### config.mk
export PLATFORM = sky130hd
export DESIGN_NAME = led_pattern_engine
export DESIGN_NICKNAME = d
export VERILOG_FILES = /design/src/rtl/led_pattern_engine.sv
export SDC_FILE = /design/constraint.sdc
export NUM_CORES = 1
export LEC_CHECK = 0
export CORE_MARGIN = 3
export CORE_UTILIZATION = 40
export DETAILED_ROUTE_END_ITERATION = 10
export PLACE_DENSITY = 0.68
export SLEW_MARGIN = 0
export SYNTH_ARGS = -nofsm -noshare
export SYNTH_HDL_FRONTEND = slang
export SYNTH_SLANG_ARGS = --single-unit
### constraint.sdc
create_clock -name clk -period 6.3 [get_ports clk]
set_clock_uncertainty 0.2 [all_clocks]
set_input_delay 1.26 -clock clk [delete_from_list [all_inputs] [get_ports clk]]
set_output_delay 1.26 -clock clk [all_outputs]
set_load 0.005 [all_outputs]
### src/rtl/led_pattern_engine.sv
// -----------------------------------------------------------------------------
// led_pattern_engine
//   Button-driven LED pattern sequencer. Raw push buttons are synchronised,
//   edge-detected and decoded into one of five modes (restore, rotate-left,
//   rotate-right, pause, bounce). A programmable step counter paces the
//   pattern updates; the home pattern can be reloaded at run time.
//
// Ports
//   clk        system clock
//   rst        asynchronous active-high reset
//   cmd[4:0]   raw buttons: [0] restore, [1] left, [2] right, [3] pause, [4] bounce
//   speed[2:0] step period = BASE_CYCLE << speed (sampled at period boundaries)
//   load_en    one-cycle strobe: load_data becomes the new home pattern
//   load_data  new home pattern
//   out        LED drive (registered)
//   mode       current mode code (0..4)
//   tick       one-cycle pulse at every step boundary (registered)
// -----------------------------------------------------------------------------
module led_pattern_engine #(
  parameter int                WIDTH       = 8,
  parameter logic [WIDTH-1:0]  DEF_PATTERN = WIDTH'(8'b0000_0011),
  parameter int                BASE_CYCLE  = 125000000,
  parameter int                CNT_W       = 32
) (
  input  logic             clk,
  input  logic             rst,
  input  logic [4:0]       cmd,
  input  logic [2:0]       speed,
  input  logic             load_en,
  input  logic [WIDTH-1:0] load_data,
  output logic [WIDTH-1:0] out,
  output logic [2:0]       mode,
  output logic             tick
);

  typedef enum logic [2:0] {
    ST_RESTORE = 3'd0,
    ST_SHL     = 3'd1,
    ST_SHR     = 3'd2,
    ST_PAUSE   = 3'd3,
    ST_BOUNCE  = 3'd4
  } state_t;

  state_t           r_state;
  state_t           r_prev;       // mode to resume after a pause
  logic             r_dir;        // bounce direction: 0 = toward MSB, 1 = toward LSB
  logic [CNT_W-1:0] r_cnt;
  logic [2:0]       r_speed;      // speed captured at the last period boundary
  logic [WIDTH-1:0] r_out;
  logic [WIDTH-1:0] r_home;
  logic             r_tick;
  logic [4:0]       r_sync1;
  logic [4:0]       r_sync2;
  logic [4:0]       r_sync3;      // previous synchronised value for edge detect

  logic [4:0]       w_rise;
  logic             w_accept;
  logic [CNT_W-1:0] w_period_m1;
  logic             w_last;
  state_t           w_target;
  state_t           w_next_state;
  state_t           w_next_prev;
  logic             w_clear;
  logic [WIDTH-1:0] w_bounce_out;
  logic             w_bounce_dir;

  assign w_rise      = r_sync2 & ~r_sync3;
  // Exactly one rising bit: non-zero and a power of two.
  assign w_accept    = (w_rise != 5'd0) && ((w_rise & (w_rise - 5'd1)) == 5'd0);
  assign w_period_m1 = (CNT_W'(BASE_CYCLE) << r_speed) - CNT_W'(1);
  assign w_last      = (r_cnt == w_period_m1);

  // Mode decode. Pause/resume deliberately leave the counter alone so a
  // resumed pattern finishes the interrupted period instead of restarting it.
  always_comb begin
    w_next_state = r_state;
    w_next_prev  = r_prev;
    w_clear      = 1'b0;
    w_target     = ST_RESTORE;
    if (r_state > ST_BOUNCE) begin
      w_next_state = ST_RESTORE;
      w_clear      = 1'b1;
    end else if (w_accept) begin
      if (w_rise[3]) begin
        if (r_state == ST_PAUSE) begin
          w_next_state = r_prev;
        end else if (r_state != ST_RESTORE) begin
          w_next_prev  = r_state;
          w_next_state = ST_PAUSE;
        end
      end else begin
        if (w_rise[0])      w_target = ST_RESTORE;
        else if (w_rise[1]) w_target = ST_SHL;
        else if (w_rise[2]) w_target = ST_SHR;
        else                w_target = ST_BOUNCE;
        // A press naming the current mode is a no-op (no counter clear).
        if (w_target != r_state) begin
          w_next_state = w_target;
          w_clear      = 1'b1;
        end
      end
    end
  end

  // Bounce step: turn around when the lit edge reaches the end it is heading
  // to; a pattern touching both ends (or empty) cannot move and is held.
  always_comb begin
    w_bounce_out = r_out;
    w_bounce_dir = r_dir;
    if ((r_out == '0) || (r_out[WIDTH-1] && r_out[0])) begin
      w_bounce_out = r_out;
    end else if (!r_dir) begin
      if (r_out[WIDTH-1]) begin
        w_bounce_dir = 1'b1;
        w_bounce_out = r_out >> 1;
      end else begin
        w_bounce_out = r_out << 1;
      end
    end else begin
      if (r_out[0]) begin
        w_bounce_dir = 1'b0;
        w_bounce_out = r_out << 1;
      end else begin
        w_bounce_out = r_out >> 1;
      end
    end
  end

  always_ff @(posedge clk or posedge rst) begin
    if (rst) begin
      r_state <= ST_RESTORE;
      r_prev  <= ST_SHL;
      r_dir   <= 1'b0;
      r_cnt   <= '0;
      r_speed <= 3'd0;
      r_out   <= DEF_PATTERN;
      r_home  <= DEF_PATTERN;
      r_tick  <= 1'b0;
      r_sync1 <= 5'd0;
      r_sync2 <= 5'd0;
      r_sync3 <= 5'd0;
    end else begin
      r_sync1 <= cmd;
      r_sync2 <= r_sync1;
      r_sync3 <= r_sync2;

      if (load_en) r_home <= load_data;

      r_tick  <= w_last && (r_state != ST_PAUSE);
      r_state <= w_next_state;
      r_prev  <= w_next_prev;

      // Counter: speed is only re-sampled when a period starts afresh.
      if (w_clear) begin
        r_cnt   <= '0;
        r_speed <= speed;
      end else if (r_state != ST_PAUSE) begin
        if (w_last) begin
          r_cnt   <= '0;
          r_speed <= speed;
        end else begin
          r_cnt <= r_cnt + CNT_W'(1);
        end
      end

      case (r_state)
        // Bypass the home register so a load is visible one cycle later.
        ST_RESTORE: r_out <= load_en ? load_data : r_home;
        ST_SHL:     if (w_last) r_out <= {r_out[WIDTH-2:0], r_out[WIDTH-1]};
        ST_SHR:     if (w_last) r_out <= {r_out[0], r_out[WIDTH-1:1]};
        ST_BOUNCE: begin
          if (w_last) begin
            r_out <= w_bounce_out;
            r_dir <= w_bounce_dir;
          end
        end
        default: ;
      endcase

      if (w_clear && (w_next_state == ST_BOUNCE)) r_dir <= 1'b0;
    end
  end

  assign out  = r_out;
  assign mode = r_state;
  assign tick = r_tick;

endmodule

* Yosys cells after proc, flatten, opt, wreduce, memory -nomap -nowiden
Cells that the tools add are included.
** Operators by class
- Shifts and indexed selects :: 1
- Equal/unequal tests :: 13
- Bitwise logic cells :: 5
- Mux-type cells :: 38
- $lt $le $gt $ge :: 1
- $add $sub $neg :: 3
- Reductions and logical operators :: 19
** Operator list (number)
- two-way mux 32 bit :: 3
- two-way mux 8 bit :: 8
- two-way mux 3 bit :: 15
- adder 32 x 1 -> 32 bit, second input constant :: 1
- equality test 32 bit :: 1
- one-hot mux 8 bit (4 select lines) :: 1
- left shift 27 x 3 -> 32 bit, first input constant :: 1
- subtractor 32 x 2 -> 32 bit, second input constant :: 1
- two-way mux 1 bit :: 11
- AND 5 bit :: 2
- AND reduction 5 bit :: 2
- zero test 8 bit :: 1
- inequality test 2 bit, second input constant :: 4
- nonzero test 2 bit :: 4
- equality test 3 x 2 -> 1 bit, second input constant :: 2
- equality test 3 bit, second input constant :: 2
- zero test 5 bit :: 1
- inverter 5 bit :: 1
- nonzero test 5 bit :: 1
- subtractor 5 x 1 -> 5 bit, second input constant :: 1
- logical AND 1 bit :: 4
- nonzero test 4 bit :: 1
- equality test 3 x 1 -> 1 bit, second input constant :: 1
- greater-than comparator 3 bit, second input constant :: 1
- other kinds (9) :: 10
** Word-level totals
- Word-level logic and storage cells :: 91
- Register bits :: 74
- Bits of input ports :: 19
- Output and inout port bits :: 12

* Depth between registers and ports, before layout
Gate-level depths: netlist of the first run.
- Depth in word-level cells :: 17
- Gate-level depth with buffers :: 12
- Depth with buffers taken out :: 9

* Least setup slack after synthesis of the first run
Ideal clock, no wire load.
- Kind :: register to register
- Start :: register r_speed[0]
- End :: register r_speed[0]
- Stages on the path, launching flop included :: 11
- Path slack :: 3.003 ns
- Period minus slack after synthesis :: 3.297 ns
- Arrival :: 2.970 ns
- Buffers on the path :: 1
- Library setup time :: 0.128 ns
- Data required time :: 5.972 ns
- Cell sequence :: dfrtp_1 -> buf_2 -> inv_1 -> ha_1 -> nor2b_1 -> a21o_1 -> a2111o_1 -> nor4_4 -> nand4_4 -> a21oi_2 -> mux2_1
** On the way
- Longest elaborated chain between the ends :: 5
** Ends and longest elaborated chain
- from (decl) :: RTL line 48 : logic [2:0] r_speed;
- from (signal assigned) :: RTL line 156 : r_speed <= speed;
- from (signal assigned) :: RTL line 160 : r_speed <= speed;
- left shift 27 x 3 -> 32 bit :: RTL line 70 : assign w_period_m1 = (CNT_W'(BASE_CYCLE) << r_speed) - CNT_W'(1);
- subtractor 32 x 2 -> 32 bit :: RTL line 70
- equality test 32 bit :: RTL line 71 : assign w_last = (r_cnt == w_period_m1);
- nonzero test 2 bit (no line)
- AND reduction 2 bit (no line)
Every way passes these cells.
A chain may end at the register's enable or synchronous reset.

* Worst setup path in the final report of the first run
- Start :: register r_speed[1]
- End :: register r_cnt[28]
** On the way
- Longest elaborated chain between the ends :: 6
** Ends and longest elaborated chain
- left shift 27 x 3 -> 32 bit :: RTL line 70
- subtractor 32 x 2 -> 32 bit :: RTL line 70
- equality test 32 bit :: RTL line 71
- two-way mux 32 bit :: RTL line 158 : if (w_last) begin
- two-way mux 32 bit :: RTL line 157 : end else if (r_state != ST_PAUSE) begin
- two-way mux 32 bit :: RTL line 154 : if (w_clear) begin
- to (signal assigned) :: RTL line 162 : r_cnt <= r_cnt + CNT_W'(1);
- to (decl) :: RTL line 47 : logic [CNT_W-1:0] r_cnt;
Every way passes these cells. The select of a mux whose other input is x is not followed.

==> results.md, run 1 <==
* Clock group share of total power at 23.3%
* Status: finished clean
* Worst Reg-to-Reg Cells at 9
* Minimum clock period at 4560 ps
* Worst endpoint required time at 6290 ps
* Grt ovf at 0
* Switching share of power at 41.6%
* Finished Layout Cells at 727
* Cells after synthesis at 547
* Clock Latency Late Sink at 340 ps
* RSZ-0062 raised after global routing: false
* Min-delay src: r_sync1[4]$_DFF_PP0_
* Reg2reg end: r_cnt[28]$_DFFE_PP0P_
* Die Wd at 118 µm
* Total GRT Usage at 17.8%
* Register area at 1860 µm²
* Main combinational cell family by area after synthesis: simple AND/OR/NAND/NOR gates
* Commonest cells after routing, fill and taps aside: dfrtp_1, nand2_1, inv_1, nand3_1, clkdlybuf4s50_1
* Post-Synth Adder-Cell Area at 2.00%
* Element type at the critical path end: register
* Vias in the first global route at 4124
* TritonCTS buffer count at 9
* Hold slack at 148 ps
* Drt total wl at 12300 µm
* Detailed Routing Iterations Pass 1 at 5
* Synth warnings at 0
* Iter 0 DRT Violations at 445
* Hold Path Stages at 0
* # IOs at 31
* Multiplexer share of the synthesized area at 5.05%
* Multi-input logic area at 2800 µm²
* Hold Path End: r_sync2[4]$_DFF_PP0_
* Share of flip-flops with an asynchronous set or reset at 100%
* Port bufs at 30
* Core Box Area at 12100 µm²
* CTS H-tree depth at 3
* Mapped Nets at 574
* Reg2reg start: r_speed[1]$_DFFE_PP0P_
* Final hold violations at 0
* Reg-to-reg setup timing slack at 1740 ps
* Area growth syn-to-layout at 11.9%
* Chip Height at 118 µm
* Setup_tns at 0 ps
* Primary FF master, synth: dfrtp_1
* Yosys cell types at 86
* Post-CTS setup buffer count at 0
* Internal power at 1.23 mW
* Layout cell share with drive strength beyond 1 at 11.8%
* Synthesized flop and latch total at 74
* Pleak at 2.19 nW
* P per Cell Area at 375 nW/µm²
* Max Fanout on Critical Path at 36
* Synth Area in Simple Gates at 25.2%
* Initial Util at 41.3%
* RD Place Congestion at 0.883
* Die ar. at 13900 µm²
* VDD IR-drop max at 243 µV
* Max-cap viol count at 0
* Initial antenna violation count at 0
* Crit start category: register
* Commonest non-fill, non-tap cell in the layout: dfrtp_1
* Fin. max-slew vios at 0
* Synth Area in Compound Gates at 20.3%
* Dpl cells at 711
* Part of the power in combinational logic at 42.4%
* Leading post-synthesis cells by cell area: dfrtp_1, nand2_1, nand3_1, a31oi_1, dfstp_2
* Core Rows at 40
* Synth Area in XOR/XNOR at 3.32%
* Hold buffers post-CTS at 0
* P_sw at 0.875 mW
* DRC viols at 0
* Synthesized area per cell at 9.15 µm²
* Worst rel slew slack at 31.4%
* Critical Path AT at 4550 ps
* Placed cell areas at 5320 µm²
* Sequential share of power at 34.3%
* Fin util at 46.3%
* Maximum clock frequency at 219 MHz
* Post-DRT Antenna Nets at 0
* First-pass GRT wire length at 20700 µm
* Setup CP Type: reg2reg
* Drt via density at 5.96
* Post-DP HPWL at 8280 µm
* Post-synthesis sequential area ratio at 37.1%
* Clock root cell: clkbuf_16
* Largest net degree at the start of global routing at 44
* Final setup violating endpoints at 0
* Clock-pin slew on the worst setup and hold paths at 60 ps
* Via count at 4333
* CTS tree: yes
* Post-Syn Area at 5010 µm²
* Area fraction of the dominant cell type after synthesis at 34.5%
* Post-layout instance area at 5600 µm²
* WL/cell at 17.0 µm
* Post_cts resized at 0
* CTS Buffer Depth at 2
* Worst Hold Class: reg2reg
* Diode count at 0
* Worst-margin pin slew at 1030 ps
* Post-synth EDFFs at 0
* Nets at 581
* Synth area leader: dfrtp_1
* Crit share post-route at 72.4%
* Layout fillers at 1171
* CTS sink count at 74
-- flip-flops by register name (all words and copies together), names as in the netlist --
register / count
r_cnt: 32
out: 8
r_home: 8
r_sync1: 5
r_sync2: 5
r_sync3: 5
mode: 3
r_prev: 3
r_speed: 3
r_dir: 1
tick: 1
-- power groups by stage --
stage	clock network, mW	logic [mW]	registers (mW)
final	0.490	0.891	0.721
after global routing	0.520	0.983	0.740
after CTS	0.499	0.887	0.716
after detailed placement	0	0.882	0.723
after global placement	0	0.863	0.717
after floorplan	0	0.760	0.630
-- metrics by stage --
step                      power [mW]  setup WS [ps]
after detailed placement        1.61           1820
after global routing            2.24           1470
after CTS                       2.10           1810
final                           2.10           1740
after global placement          1.58           2020
after floorplan                 1.39           2970
-- cells by family (layout without fill, tap and decap cells) --
family	after synthesis	in the layout
buffers and inverters	72	84
AND/OR/NAND/NOR	215	215
AO/OA/AOI/OAI	136	136
multiplexers	23	23
flip-flops	74	74
XOR/XNOR	19	19
adder cells (fa/ha/maj)	8	8
-- how the worst max path moves through the flow --
stage,start,end,depth (start not counted)
3_3_place_gp,r_speed[1]$_DFFE_PP0P_,r_cnt[28]$_DFFE_PP0P_,9
6_report,r_speed[1]$_DFFE_PP0P_,r_cnt[28]$_DFFE_PP0P_,9
4_1_cts,r_speed[1]$_DFFE_PP0P_,r_cnt[28]$_DFFE_PP0P_,9
3_5_place_dp,r_speed[0]$_DFFE_PP0P_,r_cnt[28]$_DFFE_PP0P_,9
2_1_floorplan,rst,mode[0]$_DFF_PP0_,1
5_1_grt,r_speed[1]$_DFFE_PP0P_,r_cnt[28]$_DFFE_PP0P_,9
-- synthesized netlist by cell type (all sizes together) (3+ instances only) --
cell / instances
xnor2: 14
and3b: 5
o31ai: 3
o311ai: 7
o21bai: 3
a41oi: 4
ha: 8
a21oi: 20
nor2b: 12
inv: 36
nor2: 24
o22ai: 17
nor3b: 6
o211ai: 6
a211oi: 4
nor4: 8
xor2: 5
dfstp: 5
and3: 10
a31oi: 21
nand2b: 14
clkbuf: 18
or2: 4
nand3: 32
dfrtp: 69
mux2i: 8
nand4: 17
and2: 6
mux2: 15
nand2: 42
a22oi: 4
o21ai: 15
a21o: 3
nand4b: 5
nor3: 11
or3: 9
a21boi: 3
buf: 18
a222oi: 5
-- worst max-delay path: stages, from the launching register on --
cell,delay [ps]
dfrtp_1,830
inv_2,220
ha_1,450
nor2b_1,190
a21o_1,190
a2111o_1,430
nor4_4,370
nand4_4,620
nand3_2,680
o311ai_0,210
-- per-layer routing --
metal / vias up / GRT usage, % / wire, µm
li1: 2042 / - / -
met5: - / 0 / 0
met3: 14 / 4.57 / 770
met4: 0 / 5.13 / 128
met1: 2116 / 24.6 / 5730
met2: 161 / 27.7 / 5720
-- cell type report --
cell class / count / share of cell area (%)
clock inverter: 6 / 0.938
sequential: 74 / 33.2
tap: 168 / 3.75
clock buffer: 10 / 4.09
inverter: 36 / 2.41
multi-input combinational: 401 / 50.0
timing repair buffer: 32 / 5.63
Power figures use the tool's default switching activity.
==> inputs of run 2 (changes only) <==
- clock period: 6.3 -> 4.7 ns (I/O delays scaled with it)
==> results.md, run 2 (synthesis results as in run 1) <==
* Largest net degree at the start of global routing at 41
* Post-DP HPWL at 8640 µm
* P per Cell Area at 500 nW/µm²
* RD Place Congestion at 0.893
* Worst endpoint required time at 4690 ps
* WL/cell at 17.0 µm
* CTS tree: yes
* Post_cts resized at 0
* Layout cell share with drive strength beyond 1 at 12.4%
* Clock root cell: clkbuf_16
* CTS Buffer Depth at 2
* CP top delay family: simple AND/OR/NAND/NOR gates
* Pleak at 2.21 nW
* Setup_tns at 0 ps
* Area growth syn-to-layout at 12.4%
* Clock Latency Late Sink at 340 ps
* CTS H-tree depth at 3
* Setup CP Type: reg2reg
* Post-DRT Antenna Nets at 0
* Commonest non-fill, non-tap cell in the layout: dfrtp_1
* Element type at the critical path end: register
* Initial Util at 41.3%
* Max reg flops at 32
* Grt ovf at 0
* # IOs at 31
* Nets at 585
* Critical Path AT at 3650 ps
* Chip Height at 118 µm
* Finished Layout Cells at 731
* Core Rows at 40
* Final setup violating endpoints at 0
* Drt via density at 5.93
* Worst Hold Class: reg2reg
* Status: finished clean
* Post-CTS setup buffer count at 0
* Tot Pwr at 2.82 mW
* DRC viols at 0
* Max stage delay on crit path at 500 ps
* Layout fillers at 1216
* Total GRT Usage at 18.1%
* Crit start category: register
* Clock-pin slew on the worst setup and hold paths at 60 ps
* Iter 0 DRT Violations at 349
* Hold buffers post-CTS at 0
* RSZ-0062 raised after global routing: false
* First-pass GRT wire length at 20900 µm
* Drt total wl at 12400 µm
* Core Box Area at 12100 µm²
* Die Wd at 118 µm
* Maximum clock frequency at 273 MHz
* Slowest library cell on the worst path: nand3_2
* Min-delay src: r_sync1[3]$_DFF_PP0_
* Most flop-heavy register: r_cnt
* CP Launch Point: r_speed[1]$_DFFE_PP0P_
* Reg2reg start: r_speed[1]$_DFFE_PP0P_
* Pre-CTS WS at 1040 ps
* Worst-margin pin slew at 937 ps
* VDD IR-drop max at 288 µV
* CTS sink count at 74
* Worst rel slew slack at 37.5%
* Diode count at 0
* Port bufs at 30
* Critical path cell sequence: buf_4 -> inv_2 -> ha_1 -> nor2b_1 -> a21o_1 -> a2111o_1 -> nor4_4 -> nand4_4 -> nand3_2 -> o311ai_0
* Crit share post-route at 78.0%
* CP bufs+invs at 2
* Max Fanout on Critical Path at 26
* Detailed Routing Iterations Pass 1 at 5
* Final hold violations at 0
* Setup WS post-layout at 1040 ps
* Minimum clock period at 3660 ps
* Fin. max-slew vios at 0
* Dpl cells at 715
* Max-cap viol count at 0
* Initial antenna violation count at 0
* Vias in the first global route at 4084
* TritonCTS buffer count at 9
* Commonest cells after routing, fill and taps aside: dfrtp_1, nand2_1, inv_1, nand3_1, clkdlybuf4s50_1
* Via count at 4335
* Die ar. at 13900 µm²
[run 2: cell count changes in the layout (fill, tap and decap cells not counted), sizes merged]
cell	change
inv	+1
buf	+4
clkinv	-1
[run 2: final timing paths]
path / cells after the start / slack [ps] / to
max in group asynchronous: 3 / 2450 / r_cnt[9]$_DFFE_PP0P_
min in group asynchronous: 2 / 870 / r_sync1[0]$_DFF_PP0_
hold reg to reg: 0 / 150 / r_sync2[3]$_DFF_PP0_
hold / removal: 0 / 150 / r_sync2[3]$_DFF_PP0_
setup reg to reg: 10 / 1040 / r_cnt[28]$_DFFE_PP0P_
setup / recovery: 10 / 1040 / r_cnt[28]$_DFFE_PP0P_
[run 2: worst reg2reg max path: stages, from the launching register on]
cell and delay, ps:
dfrtp_1 320, buf_4 240, inv_2 140, ha_1 400, nor2b_1 180, a21o_1 190, a2111o_1 440, nor4_4 350
nand4_4 330, nand3_2 510, o311ai_0 210
[run 2: area by class of cell]
class                   instances  area (µm²)  share of cell area (%)
multi-input cells             401        2800                    49.8
clock inverters                 6        50.0                   0.889
repair buffers                 36         345                    6.13
clock buffers                  10         229                    4.07
flip-flops and latches         74        1860                    33.0
well taps                     168         210                    3.73
inverters                      36         135                    2.40
[run 2: through the flow]
| stage | hold slack (ps) | utilization (%) | area [µm²] |
|---|---|---|---|
| finish | 148 | 46.5 | 5630 |
| global route | 160 | 46.5 | 5630 |
| CTS | 150 | 46.5 | 5630 |
| detailed placement | 136 | 44.2 | 5350 |
| global placement | 132 | 44.2 | 5350 |
| floorplan | 131 | - | 5010 |
[run 2: power breakdown]
part	internal, mW	switching (mW)
combinational	0.555	0.696
clock	0.363	0.285
sequential	0.742	0.176
total	1.66	1.16
[run 2: per-layer routing]
layer  wire [µm]  track usage, %
met2        6100            29.4
met4         115            4.18
met3         630            3.99
met1        5560            24.8
met5           0               0
==> inputs of run 3 (changes only) <==
- PLACE_DENSITY: 0.68 -> 0.71
- clock period: 4.7 -> 3 ns (I/O delays scaled with it)
==> results.md, run 3 (synthesis results as in run 1) <==
* Worst Hold Class: reg2reg
* Max-cap viol count at 0
* Core Rows at 40
* Multi-input logic area at 2890 µm²
* Final hold violations at 0
* TritonCTS buffer count at 9
* Layout fillers at 1153
* WL/cell at 16.7 µm
* # IOs at 31
* Drt via density at 5.90
* Part of the power in combinational logic at 49.4%
* Critical Path AT at 2950 ps
* Worst rel slew slack at 57.4%
* Core Box Area at 12100 µm²
* Worst endpoint required time at 3010 ps
* Worst-margin pin slew at 639 ps
* Iter 0 DRT Violations at 381
* P_sw at 1.99 mW
* Commonest non-fill, non-tap cell in the layout: dfrtp_1
* Nets at 620
* Drt total wl at 12800 µm
* Setup CP Type: reg2reg
* Post-DRT Antenna Nets at 0
* Switching share of power at 39.2%
* Hold buffers post-CTS at 0
* Setup_tns at 0 ps
* RD Place Congestion at 0.919
* Detailed Routing Iterations Pass 1 at 5
* Worst Reg-to-Reg Cells at 10
* Clock group share of total power at 23.3%
* Clock root cell: clkbuf_16
* Area growth syn-to-layout at 21.0%
* Sequential share of power at 27.3%
* Post-DP HPWL at 8980 µm
* Critical path cell sequence: inv_4 -> ha_4 -> nor3b_2 -> or3_1 -> a211oi_2 -> buf_4 -> o21a_1 -> nand4_4 -> a21oi_4 -> mux2_1
* Layout cell share with drive strength beyond 1 at 20.2%
* Post-layout instance area at 6060 µm²
* Maximum clock frequency at 341 MHz
* Slowest library cell on the worst path: dfrtp_2
* Register area at 1860 µm²
* Element type at the critical path end: register
* Clock Latency Late Sink at 340 ps
* CP top delay family: simple AND/OR/NAND/NOR gates
* Vias in the first global route at 4495
* Die Wd at 118 µm
* First-pass GRT wire length at 21600 µm
* Instance count on the critical path at 10
* Largest net degree at the start of global routing at 52
* Total GRT Usage at 18.6%
* Final setup violating endpoints at 0
* Diode count at 0
* Status: finished clean
* Initial antenna violation count at 0
* Commonest cells after routing, fill and taps aside: dfrtp_1, nand2_1, buf_4, inv_1
* Pleak at 2.42 nW
* Crit start category: register
* Via count at 4523
* RSZ-0062 raised after global routing: true
* Max reg flops at 32
* CTS tree: yes
* Port bufs at 30
* Die ar. at 13900 µm²
* CTS H-tree depth at 3
* Max Fanout on Critical Path at 6
* CTS sink count at 74
* Clock-pin slew on the worst setup and hold paths at 60 ps
* Crit share post-route at 97.9%
* Placed cell areas at 5610 µm²
* CTS Buffer Depth at 2
* P per Cell Area at 836 nW/µm²
* Fin. max-slew vios at 0
* Setup WS post-layout at 63.3 ps
* Grt ovf at 0
* Initial Util at 41.3%
* Minimum clock period at 2940 ps
* Hold Path Stages at 0
* DRC viols at 0
* Max stage delay on crit path at 460 ps
* Pre-CTS WS at -10.1 ps
* Internal power at 3.08 mW
* Chip Height at 118 µm
* CP bufs+invs at 2
* VDD IR-drop max at 469 µV
* Most flop-heavy register: r_cnt
[run 3: cell types whose count changed in the layout (fill, tap and decap cells not counted), moves of 3 or more]
cell and delta:
buf_4 +30, buf_6 +3, ha_1 -5, ha_4 +3
[run 3: repair_timing]
action,CTS,global route
pin swaps,1,1
setup buffers,1,5
resized for setup,1,17
cloned,0,0
endpoints found under the setup margin,5,40
[run 3: worst paths after layout]
check                                       start                     end  slack [ps]
max                        r_speed[0]$_DFFE_PP0P_  r_speed[1]$_DFFE_PP0P_          60
min                          r_sync1[0]$_DFF_PP0_    r_sync2[0]$_DFF_PP0_         150
max reg2reg                r_speed[0]$_DFFE_PP0P_  r_speed[1]$_DFFE_PP0P_          60
min reg2reg                  r_sync1[0]$_DFF_PP0_    r_sync2[0]$_DFF_PP0_         150
max in group asynchronous                     rst   r_cnt[28]$_DFFE_PP0P_        1600
min in group asynchronous                     rst    r_cnt[4]$_DFFE_PP0P_         430
[run 3: routing by layer]
layer / part of all wire (%) / GRT usage (%) / wire length, µm / vias up
met5: 0 / 0 / 0 / -
met4: 1.3 / 5.35 / 161 / 0
met3: 5.2 / 3.56 / 658 / 15
met2: 49 / 31.2 / 6240 / 153
met1: 45 / 24.4 / 5710 / 2229
li1: - / - / - / 2126
[run 3: per-stage QoR]
stage | instances | power [mW] | utilization, % | hold slack [ps]
detailed placement | 744 | 3.71 | 46.3 | 135
finish | 766 | 5.07 | 50.0 | 147
global placement | 744 | 3.63 | 46.3 | 134
global route | 766 | 5.38 | 50.0 | 150
floorplan | 547 | 2.98 | - | 131
CTS | 761 | 4.92 | 49.1 | 149
[run 3: area by class of cell]
| class | count | share of cell area (%) |
|---|---|---|
| clock buffer | 9 | 3.72 |
| clock inverter | 7 | 1.67 |
| inverter | 36 | 2.35 |
| multi-input combinational | 401 | 47.7 |
| sequential | 74 | 30.7 |
| tap | 168 | 3.47 |
| timing repair buffer | 71 | 10.4 |
[run 3: power by group through the flow]
stage	logic, mW	clock network, mW	registers, mW
after floorplan	1.65	0	1.33
after global placement	2.26	0	1.37
after detailed placement	2.33	0	1.38
after CTS	2.35	1.21	1.37
after global routing	2.72	1.26	1.41
final	2.50	1.18	1.38
